<file path="src/rtl/cacheline_adapter.sv">
// Cacheline adapter: 256-bit arbiter line requests <-> 4-beat 64-bit memory bursts.
// Optional saturating performance counters are built when CACHELINE_ADAPTER_PERF_EN is defined.
module cacheline_adapter #(
   parameter int LINE_W  = 256,
   parameter int BURST_W = 64,
   parameter int ADDR_W  = 32
) (
   input  logic               clk,
   input  logic               rst,
`ifdef CACHELINE_ADAPTER_PERF_EN
   output logic [31:0]        perf_rd_cnt,
   output logic [31:0]        perf_wr_cnt,
   output logic [31:0]        perf_busy_cnt,
`endif
   input  logic               line_read,
   input  logic               line_write,
   input  logic [ADDR_W-1:0]  line_address,
   input  logic [LINE_W-1:0]  line_wdata,
   output logic [LINE_W-1:0]  line_rdata,
   output logic               line_resp,
   output logic               mem_read,
   output logic               mem_write,
   output logic [ADDR_W-1:0]  mem_address,
   output logic [BURST_W-1:0] mem_wdata,
   input  logic [BURST_W-1:0] mem_rdata,
   input  logic               mem_resp
);

   localparam int BEATS = LINE_W / BURST_W;
   localparam int CNT_W = (BEATS > 1) ? $clog2(BEATS) : 1;
   localparam int OFS_W = $clog2(LINE_W / 8);
   localparam logic [CNT_W-1:0] LAST_BEAT = CNT_W'(BEATS - 1);

   typedef enum logic [1:0] {
      S_IDLE     = 2'd0,
      S_RD_BURST = 2'd1,
      S_WR_BURST = 2'd2,
      S_DONE     = 2'd3
   } state_t;

   state_t              r_state;
   state_t              w_next_state;
   logic [CNT_W-1:0]    r_beat_cnt;
   logic [CNT_W-1:0]    w_next_beat;
   logic [ADDR_W-1:0]   r_addr;
   logic [LINE_W-1:0]   r_wline;
   logic [LINE_W-1:0]   w_wline_next;
   logic [LINE_W-1:0]   r_rbuf;
   logic [LINE_W-1:0]   w_rline;
   logic [LINE_W-1:0]   r_line_rdata;
   logic                r_line_resp;
   logic                r_mem_read;
   logic                r_mem_write;
   logic [BURST_W-1:0]  r_mem_wdata;
   logic                w_accept;
   logic [ADDR_W-1:0]   w_aligned_addr;
   logic                w_unused_addr_bits;

   function automatic logic [BURST_W-1:0] f_beat(input logic [LINE_W-1:0] line,
                                                 input logic [CNT_W-1:0]  idx);
      return line[int'(idx)*BURST_W +: BURST_W];
   endfunction

   assign w_accept           = (r_state == S_IDLE) && (line_write || line_read);
   assign w_aligned_addr     = {line_address[ADDR_W-1:OFS_W], {OFS_W{1'b0}}};
   assign w_unused_addr_bits = ^line_address[OFS_W-1:0];
   assign w_wline_next       = ((r_state == S_IDLE) && line_write) ? line_wdata : r_wline;

   // Next-state and beat-counter decode; write has priority over read at acceptance.
   always_comb begin
      w_next_state = r_state;
      w_next_beat  = r_beat_cnt;
      case (r_state)
         S_IDLE: begin
            w_next_beat = {CNT_W{1'b0}};
            if (line_write) begin
               w_next_state = S_WR_BURST;
            end else if (line_read) begin
               w_next_state = S_RD_BURST;
            end else begin
               w_next_state = S_IDLE;
            end
         end
         S_RD_BURST, S_WR_BURST: begin
            if (mem_resp) begin
               if (r_beat_cnt == LAST_BEAT) begin
                  w_next_state = S_DONE;
                  w_next_beat  = {CNT_W{1'b0}};
               end else begin
                  w_next_beat  = r_beat_cnt + {{(CNT_W-1){1'b0}}, 1'b1};
               end
            end else begin
               w_next_state = r_state;
            end
         end
         S_DONE: begin
            w_next_state = S_IDLE;
            w_next_beat  = {CNT_W{1'b0}};
         end
         default: begin
            w_next_state = S_IDLE;
            w_next_beat  = {CNT_W{1'b0}};
         end
      endcase
   end

   // Read-line assembly: the incoming beat is merged into the partial buffer.
   always_comb begin
      w_rline = r_rbuf;
      if ((r_state == S_RD_BURST) && mem_resp) begin
         w_rline[int'(r_beat_cnt)*BURST_W +: BURST_W] = mem_rdata;
      end else begin
         w_rline = r_rbuf;
      end
   end

   // State, counters and registered bus outputs.
   always_ff @(posedge clk or negedge rst) begin
      if (!rst) begin
         r_state      <= S_IDLE;
         r_beat_cnt   <= {CNT_W{1'b0}};
         r_addr       <= {ADDR_W{1'b0}};
         r_wline      <= {LINE_W{1'b0}};
         r_rbuf       <= {LINE_W{1'b0}};
         r_line_rdata <= {LINE_W{1'b0}};
         r_line_resp  <= 1'b0;
         r_mem_read   <= 1'b0;
         r_mem_write  <= 1'b0;
         r_mem_wdata  <= {BURST_W{1'b0}};
      end else begin
         r_state     <= w_next_state;
         r_beat_cnt  <= w_next_beat;
         r_wline     <= w_wline_next;
         r_rbuf      <= w_rline;
         r_line_resp <= (w_next_state == S_DONE);
         r_mem_read  <= (w_next_state == S_RD_BURST);
         r_mem_write <= (w_next_state == S_WR_BURST);
         r_mem_wdata <= (w_next_state == S_WR_BURST) ? f_beat(w_wline_next, w_next_beat)
                                                     : {BURST_W{1'b0}};
         if (w_accept) begin
            r_addr <= w_aligned_addr;
         end
         // The visible line only changes once the whole burst has arrived.
         if ((r_state == S_RD_BURST) && (w_next_state == S_DONE)) begin
            r_line_rdata <= w_rline;
         end
      end
   end

   assign line_rdata  = r_line_rdata;
   assign line_resp   = r_line_resp;
   assign mem_read    = r_mem_read;
   assign mem_write   = r_mem_write;
   assign mem_address = r_addr;
   assign mem_wdata   = r_mem_wdata;

`ifdef CACHELINE_ADAPTER_PERF_EN
   logic [31:0] r_perf_rd_cnt;
   logic [31:0] r_perf_wr_cnt;
   logic [31:0] r_perf_busy_cnt;

   // Saturating completion and busy-cycle counters.
   always_ff @(posedge clk or negedge rst) begin
      if (!rst) begin
         r_perf_rd_cnt   <= 32'd0;
         r_perf_wr_cnt   <= 32'd0;
         r_perf_busy_cnt <= 32'd0;
      end else begin
         if ((r_state == S_RD_BURST) && (w_next_state == S_DONE) && (r_perf_rd_cnt != 32'hFFFF_FFFF)) begin
            r_perf_rd_cnt <= r_perf_rd_cnt + 32'd1;
         end
         if ((r_state == S_WR_BURST) && (w_next_state == S_DONE) && (r_perf_wr_cnt != 32'hFFFF_FFFF)) begin
            r_perf_wr_cnt <= r_perf_wr_cnt + 32'd1;
         end
         if (((r_state == S_RD_BURST) || (r_state == S_WR_BURST)) && (r_perf_busy_cnt != 32'hFFFF_FFFF)) begin
            r_perf_busy_cnt <= r_perf_busy_cnt + 32'd1;
         end
      end
   end

   assign perf_rd_cnt   = r_perf_rd_cnt;
   assign perf_wr_cnt   = r_perf_wr_cnt;
   assign perf_busy_cnt = r_perf_busy_cnt;
`endif

endmodule

</file>
<file path="config.mk">
export PLATFORM = sky130hd
export DESIGN_NAME = cacheline_adapter
export DESIGN_NICKNAME = d
export VERILOG_FILES = /design/src/rtl/cacheline_adapter.sv
export SDC_FILE = /design/constraint.sdc
export NUM_CORES = 1
export LEC_CHECK = 0
export BUFFER_PORTS_ARGS = -buffer_cell sky130_fd_sc_hd__buf_2
export CAP_MARGIN = 40
export CORE_AREA = 2 2 278 280
export CTS_CLUSTER_DIAMETER = 80
export CTS_CLUSTER_SIZE = 20
export DETAILED_ROUTE_END_ITERATION = 7
export DIE_AREA = 0 0 280 282
export GPL_ROUTABILITY_DRIVEN = 0
export PLACE_DENSITY = 0.69
export SLEW_MARGIN = 0
export SYNTH_ARGS = -nofsm -noshare
export SYNTH_HDL_FRONTEND = slang
export SYNTH_SLANG_ARGS = --single-unit
</file>
<file path="constraint.sdc">
create_clock -name clk -period 4 [get_ports clk]
set_clock_uncertainty 0.05 [all_clocks]
set_input_delay 0.4 -clock clk [delete_from_list [all_inputs] [get_ports clk]]
set_output_delay 0.4 -clock clk [all_outputs]
set_load 0.01 [all_outputs]
</file>
==> flow_summary.toml, run 1 <==
[setup_path]
critPathCaptureType = "register"
critPathSlowestCell = "dfrtp_1"
crit_chain = "inv_1 -> ha_1 -> mux2_2 -> nand2_2 -> clkinv_2 -> buf_4 -> mux4_2 -> a22o_1"
crit_path_start_kind = "register"
crit_family = "buffers and inverters"
required_ps = 4460
crit_path_max_fanout = 22
critPathMaxStageDelay_ps = 540
worstPathArrival_ps = 3570
critPathKind = "register to register"
path_buf_inv = 3

[clock_tree]
cts_setup_buffers = 0
tritoncts = "built"
root_buffer = "clkbuf_16"
cts_buffer_depth = 3
cts.sink_count = 866
numCtsBuffers = 51
clk_pin_slew_ps = 90
h-tree-depth = 2
clk_latency_ps = 640

[logic_synthesis]
yosys_warnings = 0
ys_async_sr_fraction = 1.00
synth_edf_count = 0
synth_cell_types = 34
ys_seq_area_frac = 0.618
ys.flop_type = "dfrtp_1"
muxShareOfSynthArea = 0.220
synthSimpleGateAreaFrac = 0.0470
synth_fa_ha_area_frac = 0.00321
synth-xor-area-share = 0
syn_area_um2 = 35000
synth-compound-area-share = 0.0810
synth_top_family_by_area = "multiplexers"
syn_inst = 2325
syn_avg_cell_area_um2 = 15.1
ys_seq_elements = 866

[cells_and_area]
final_cells = 4301
fillers = 5641
fin_nets = 3665
drive_above_1_share = 0.416
synthToLayoutAreaGrowth_pct = 26.5

[grt]
grt_pass1_vias = 25400
grt_start_max_net_pins = 131
gr-usage-met2 = 0.424
busiest_layer = "met2"
grt_overflow_total = 0
antenna_found_initial = 19
grt_pass1_wl_um = 156000
grt_usage = 0.254
grt_util_met1 = 0.326
use_met3 = 0.0602

[power_and_ir_drop]
total_power_uw = 23800
internal_power_uw = 16500
power_leakage_uw = 0.0233
power_density_nw_per_um2 = 536
seqPwrFrac = 0.482
power_frac_comb = 0.292
pwr-share-clk = 0.226
ir_drop_mv = 0.445
p_sw_uw = 7290
p_sw_frac = 0.307

[timing]
post-route-period-util = 0.778
rsz0062_at_grt = "no"
finalHoldViolCount = 0
finalSetupTns_ps = 0
finalMaxSlewViolations = 0
max_freq_ghz = 0.321
slew_headroom = 0.414
finalSetupViolCount = 0
post-route-min-period_ps = 3110
worst_pin_slew_ps = 879

[status]
status = "complete, no violations"

[placed_design]
port_buffers = 701
dp_hpwl_um = 68300
dp_cells = 3902

[drt]
wl_per_cell_um = 23.9
antenna_left = 0
drt_iter0_drc = 1718
drc = 0
firstDrtPassIters = 5
num_vias = 23800
drt_wl_total_um = 103000
viasPerCell = 5.54

[floorplanning]
die_h_um = 282
ios = 712
core_area_um2 = 75700
start_util = 0.463
row_count = 101
die_area_um2 = 79000
dieWidth_um = 280

[min_path]
hold_path.class = "input pin to register"

[flow_run]
max-cap-violations = 0
## layout make-up
class	count	area, um2	area share
flip-flops and latches	866	21700	0.489
multi-input cells	1292	12400	0.280
repair buffers	1081	7500	0.169
clock buffers	53	1280	0.0290
well taps	978	1220	0.0276
clock inverters	11	166	0.00375
diodes	13	32.5	0.000734
inverters	7	27.5	0.000621
## through the flow
step                      utilization  setup WS (ps)  instance area (um2)  hold slack, ps
after global routing            0.585            669                44300            10.2
final                           0.586            888                44300            34.6
after CTS                       0.585            791                44300           0.667
after floorplan                     -           1580                35100            54.4
after detailed placement        0.523            853                39600             408
after global placement          0.521            921                39400             403
## power groups by stage
stage	clock network, uW	registers (uW)	logic (uW)
after floorplan	0	11500	4450
after global placement	0	11400	6260
after detailed placement	0	11600	6580
after CTS	5490	11400	6860
after global routing	5820	11600	7490
final	5370	11500	6950
## timing repair
| action | in CTS | in global routing |
|---|---|---|
| resized for setup | 0 | 0 |
| endpoints found under the hold margin | 469 | 0 |
| hold buffers | 322 | 0 |
## layout by cell type (no fill, tap or decap), types with 7 or more instances in the layout
cell | netlist | layout
a22o_1 | 320 | 320
buf_12 | 2 | 14
buf_16 | 0 | 7
buf_2 | 75 | 700
buf_4 | 7 | 36
clkbuf_16 | 0 | 51
dfrtp_1 | 866 | 866
diode_2 | 0 | 13
dlygate4sd3_1 | 0 | 322
ha_1 | 9 | 9
mux2_2 | 234 | 234
mux2_4 | 240 | 240
mux4_2 | 64 | 64
nand2_1 | 388 | 386
## final timing paths
path | from | to | slack, ps | cells after the start
setup / recovery | r_beat_cnt[0] | mem_wdata[47] | 890 | 8
hold / removal | mem_rdata[45] | r_rbuf[109] | 30 | 2
setup reg to reg | r_beat_cnt[0] | mem_wdata[47] | 890 | 8
hold reg to reg | r_wline[243] | r_wline[243] | 430 | 2
max in group asynchronous | rst | r_rbuf[183] | 2260 | 3
min in group asynchronous | rst | r_rbuf[153] | 350 | 2
## synth_stat cells, types with 3 or more instances
cell / instances / area, um2
clkbuf_1: 51 / 191
buf_2: 75 / 375
buf_6: 6 / 67.6
buf_8: 20 / 300
and2_1: 3 / 18.8
nand3_1: 4 / 20.0
mux4_2: 64 / 1440
mux2_4: 240 / 3600
ha_1: 9 / 113
buf_4: 7 / 52.6
nor2b_1: 3 / 18.8
buf_1: 3 / 11.3
mux2_2: 234 / 2640
nand2_1: 388 / 1460
a22o_1: 320 / 2800
inv_1: 6 / 22.5
dfrtp_1: 866 / 21700
## state kept, by name (all words and copies together), names as in the netlist
| signal | count |
|---|---|
| line_rdata | 256 |
| r_rbuf | 256 |
| r_wline | 256 |
| mem_wdata | 64 |
| mem_address | 27 |
| r_beat_cnt | 2 |
| r_state | 2 |
| line_resp | 1 |
| mem_read | 1 |
| mem_write | 1 |
## worst reg2reg max path, stage by stage (launching register included)
cell and delay (ps):
dfrtp_1 540, inv_1 140, ha_1 400, mux2_2 310
nand2_2 90, clkinv_2 420, buf_4 420, mux4_2 350
a22o_1 250
## routing by layer
metal  up-vias  part of all wire
li1      10200                 -
met1     12400              0.40
met2       984              0.49
met3       217             0.073
met4        16             0.035
met5         -           0.00098
## cells by family after synthesis
family / after synthesis
flops: 866
mux: 540
simple gates: 412
compound gates: 326
buf+inv: 171
fa+ha+maj: 9
other cells: 1
Power figures use the tool's default switching activity.
==> run 2, diff against run 1 <==
--- a/config.mk
+++ b/config.mk
@@ -5,15 +5,17 @@
 export SDC_FILE = /design/constraint.sdc
 export NUM_CORES = 1
 export LEC_CHECK = 0
+export ABC_AREA = 1
 export BUFFER_PORTS_ARGS = -buffer_cell sky130_fd_sc_hd__buf_2
 export CAP_MARGIN = 40
-export CORE_AREA = 2 2 278 280
+export CORE_ASPECT_RATIO = 1.2
+export CORE_MARGIN = 2
+export CORE_UTILIZATION = 50
 export CTS_CLUSTER_DIAMETER = 80
 export CTS_CLUSTER_SIZE = 20
 export DETAILED_ROUTE_END_ITERATION = 7
-export DIE_AREA = 0 0 280 282
 export GPL_ROUTABILITY_DRIVEN = 0
-export PLACE_DENSITY = 0.69
+export PLACE_DENSITY = 0.76
 export SLEW_MARGIN = 0
 export SYNTH_ARGS = -nofsm -noshare
 export SYNTH_HDL_FRONTEND = slang
==> constraint.sdc (replaced) <==
create_clock -name clk -period 2.6 [get_ports clk]
set_clock_uncertainty 0.05 [all_clocks]
set_input_delay 0.26 -clock clk [delete_from_list [all_inputs] [get_ports clk]]
set_output_delay 0.26 -clock clk [all_outputs]
set_load 0.01 [all_outputs]
==> flow_summary.toml, run 2 <==
[clock_tree]
cts.sink_count = 866
cts_buffer_depth = 3
numCtsBuffers = 51
tritoncts = "built"
clk_latency_ps = 620
clk_pin_slew_ps = 80
root_buffer = "clkbuf_16"
h-tree-depth = 2

[setup_path]
critPathSlowestCell = "dfrtp_2"
required_ps = 3110
ff2ff_setup_slack_ps = 130
critPathCaptureType = "register"
critPathMaxStageDelay_ps = 460
path_buf_inv = 2
critPathKind = "register to register"
timing.rr.start = "r_beat_cnt[0]"
cp_common_cell = "nor2_1"
crit_path_max_fanout = 46
crit_family = "simple AND/OR/NAND/NOR gates"
rr_endpoint = "mem_wdata[22]"
worstPathArrival_ps = 2980
crit_chain = "inv_2 -> ha_1 -> nor2_1 -> nor2_1 -> nand2_2 -> buf_12 -> nand3_1 -> a21oi_1"
r2r_cells = 8
crit_path_start_kind = "register"

[logic_synthesis]
ys_seq_elements = 866
ys.flop_type = "dfrtp_1"
synth_cell_types = 27
syn_inst = 4593
yosys-top-cells-area = "dfrtp_1 57%, nand2_1 15%, nand3_1 7.6%, inv_1 7.1%, o21ai_0 5.1%"
ys_async_sr_fraction = 1.00
synthTopCellsByCount = "1,537 x nand2_1, 866 x dfrtp_1, 716 x inv_1"
synth_fa_ha_area_frac = 0.00298
synth_top_area_share = 0.573
synth_largest_area_cell = "dfrtp_1"
synthSimpleGateAreaFrac = 0.233
syn_area_um2 = 37800
ys_seq_area_frac = 0.573
synth_edf_count = 0
synth_top_family_by_area = "simple AND/OR/NAND/NOR gates"
muxShareOfSynthArea = 0.00804
syn_avg_cell_area_um2 = 8.23
yosys_warnings = 0
yosysMostFrequentCell = "nand2_1"
synth-compound-area-share = 0.0700
synth-xor-area-share = 0

[min_path]
hold_path.class = "input pin to register"
whs_path_depth = 5
min_from = "mem_resp"
hold_end = "r_state[1]"

[timing]
finalSetupTns_ps = 0
worst_slack_ps = 131
finalMaxSlewViolations = 0
rsz0062_at_grt = "no"
slew_headroom = 0.434
max_freq_ghz = 0.405
fin_hold_ws_ps = 145
worst_pin_slew_ps = 849
finalSetupViolCount = 0
post-route-period-util = 0.950
post-route-min-period_ps = 2470
finalHoldViolCount = 0

[floorplanning]
row_count = 110
ios = 712
dieWidth_um = 255
core_area_um2 = 75000
die_area_um2 = 77800
die_h_um = 305
start_util = 0.504

[power_and_ir_drop]
power_leakage_uw = 0.0274
ir_drop_mv = 0.730
power_density_nw_per_um2 = 926

[status]
status = "complete, no violations"

[drt]
antenna_left = 0
drc = 0
firstDrtPassIters = 7
drt_iter0_drc = 3912
num_vias = 34900
drt_wl_total_um = 130000
viasPerCell = 5.35
wl_per_cell_um = 19.9

[placed_design]
post-place-ws_ps = 209
dp_hpwl_um = 82500
port_buffers = 701
dpl-instance-area_um2 = 42400
dp_cells = 6100

[grt]
grt_pass1_wl_um = 198000
grt_start_max_net_pins = 130
grt_usage = 0.330
grt_pass1_vias = 34500
grt_overflow_total = 0
antenna_found_initial = 23

[cells_and_area]
layout_common_cells = "1,532 x nand2_1, 865 x dfrtp_1, 715 x inv_1"
finalInstanceArea_um2 = 47400
final_common_cell = "nand2_1"
drive_above_1_share = 0.166
fin_nets = 5865
synthToLayoutAreaGrowth_pct = 25.5
final_cells = 6534
fillers = 5959

[flow_run]
max-cap-violations = 0
run 2: layout make-up:
type                       instances  area [um2]  share of cell area
sequential                       866       21700               0.457
multi-input combinational       2703       12000               0.252
timing repair buffer            1154        8330               0.176
inverter                         723        2720              0.0574
clock buffer                      56        1350              0.0284
tap                             1008        1260              0.0266
clock inverter                     6         106             0.00224
antenna                           18        45.0            0.000949
run 2: routing by layer:
metal	global-route usage	up-vias	wire, um
li1	-	15900	-
met1	0.403	16600	47200
met2	0.538	1977	61800
met3	0.0601	451	10900
met4	0.213	8	9870
met5	0	-	53
run 2: tightest hold or removal path, stage by stage:
cell	delay (ps)
buf_2	190
nand2_1	110
nand2_1	50
nand2_1	60
nand2_2	80
run 2: repair_timing:
action,in CTS,in global routing
endpoints found under the hold margin,700,0
hold buffers,354,0
resized for setup,0,1
setup buffers,0,0
setup endpoints to repair,0,2
run 2: cells by family (layout without fill, tap and decap cells):
logic type	after synthesis	count (layout)
other	1	23
buffers and inverters	1028	1939
muxes	27	27
AOI/OAI and AO/OA	529	529
adders and majority gates	9	9
and+or+nand+nor	2133	2133
DFF	866	866
run 2: worst max-delay path by stage:
stage,startpoint,to,slack [ps],cells after the start
6_report,r_beat_cnt[0],mem_wdata[22],130,8
5_1_grt,r_state[1],line_rdata[192],70,9
4_1_cts,r_state[0],mem_wdata[63],40,9
3_5_place_dp,r_state[0],mem_wdata[54],210,9
3_3_place_gp,r_state[0],mem_wdata[54],240,9
2_1_floorplan,r_beat_cnt[0],mem_wdata[58],710,8
run 2: stage by stage:
step / power, uW / utilization
5_1_grt: 46300 / 0.632
2_1_floorplan: 27800 / -
3_5_place_dp: 34700 / 0.565
6_report: 43900 / 0.633
3_3_place_gp: 34300 / 0.565
4_1_cts: 43500 / 0.632
run 2: power breakdown:
part	internal, uW	switching (uW)	total (uW)
registers	16500	1080	17600
clock network	3820	4560	8370
logic	5380	12600	18000
total	25700	18200	43900
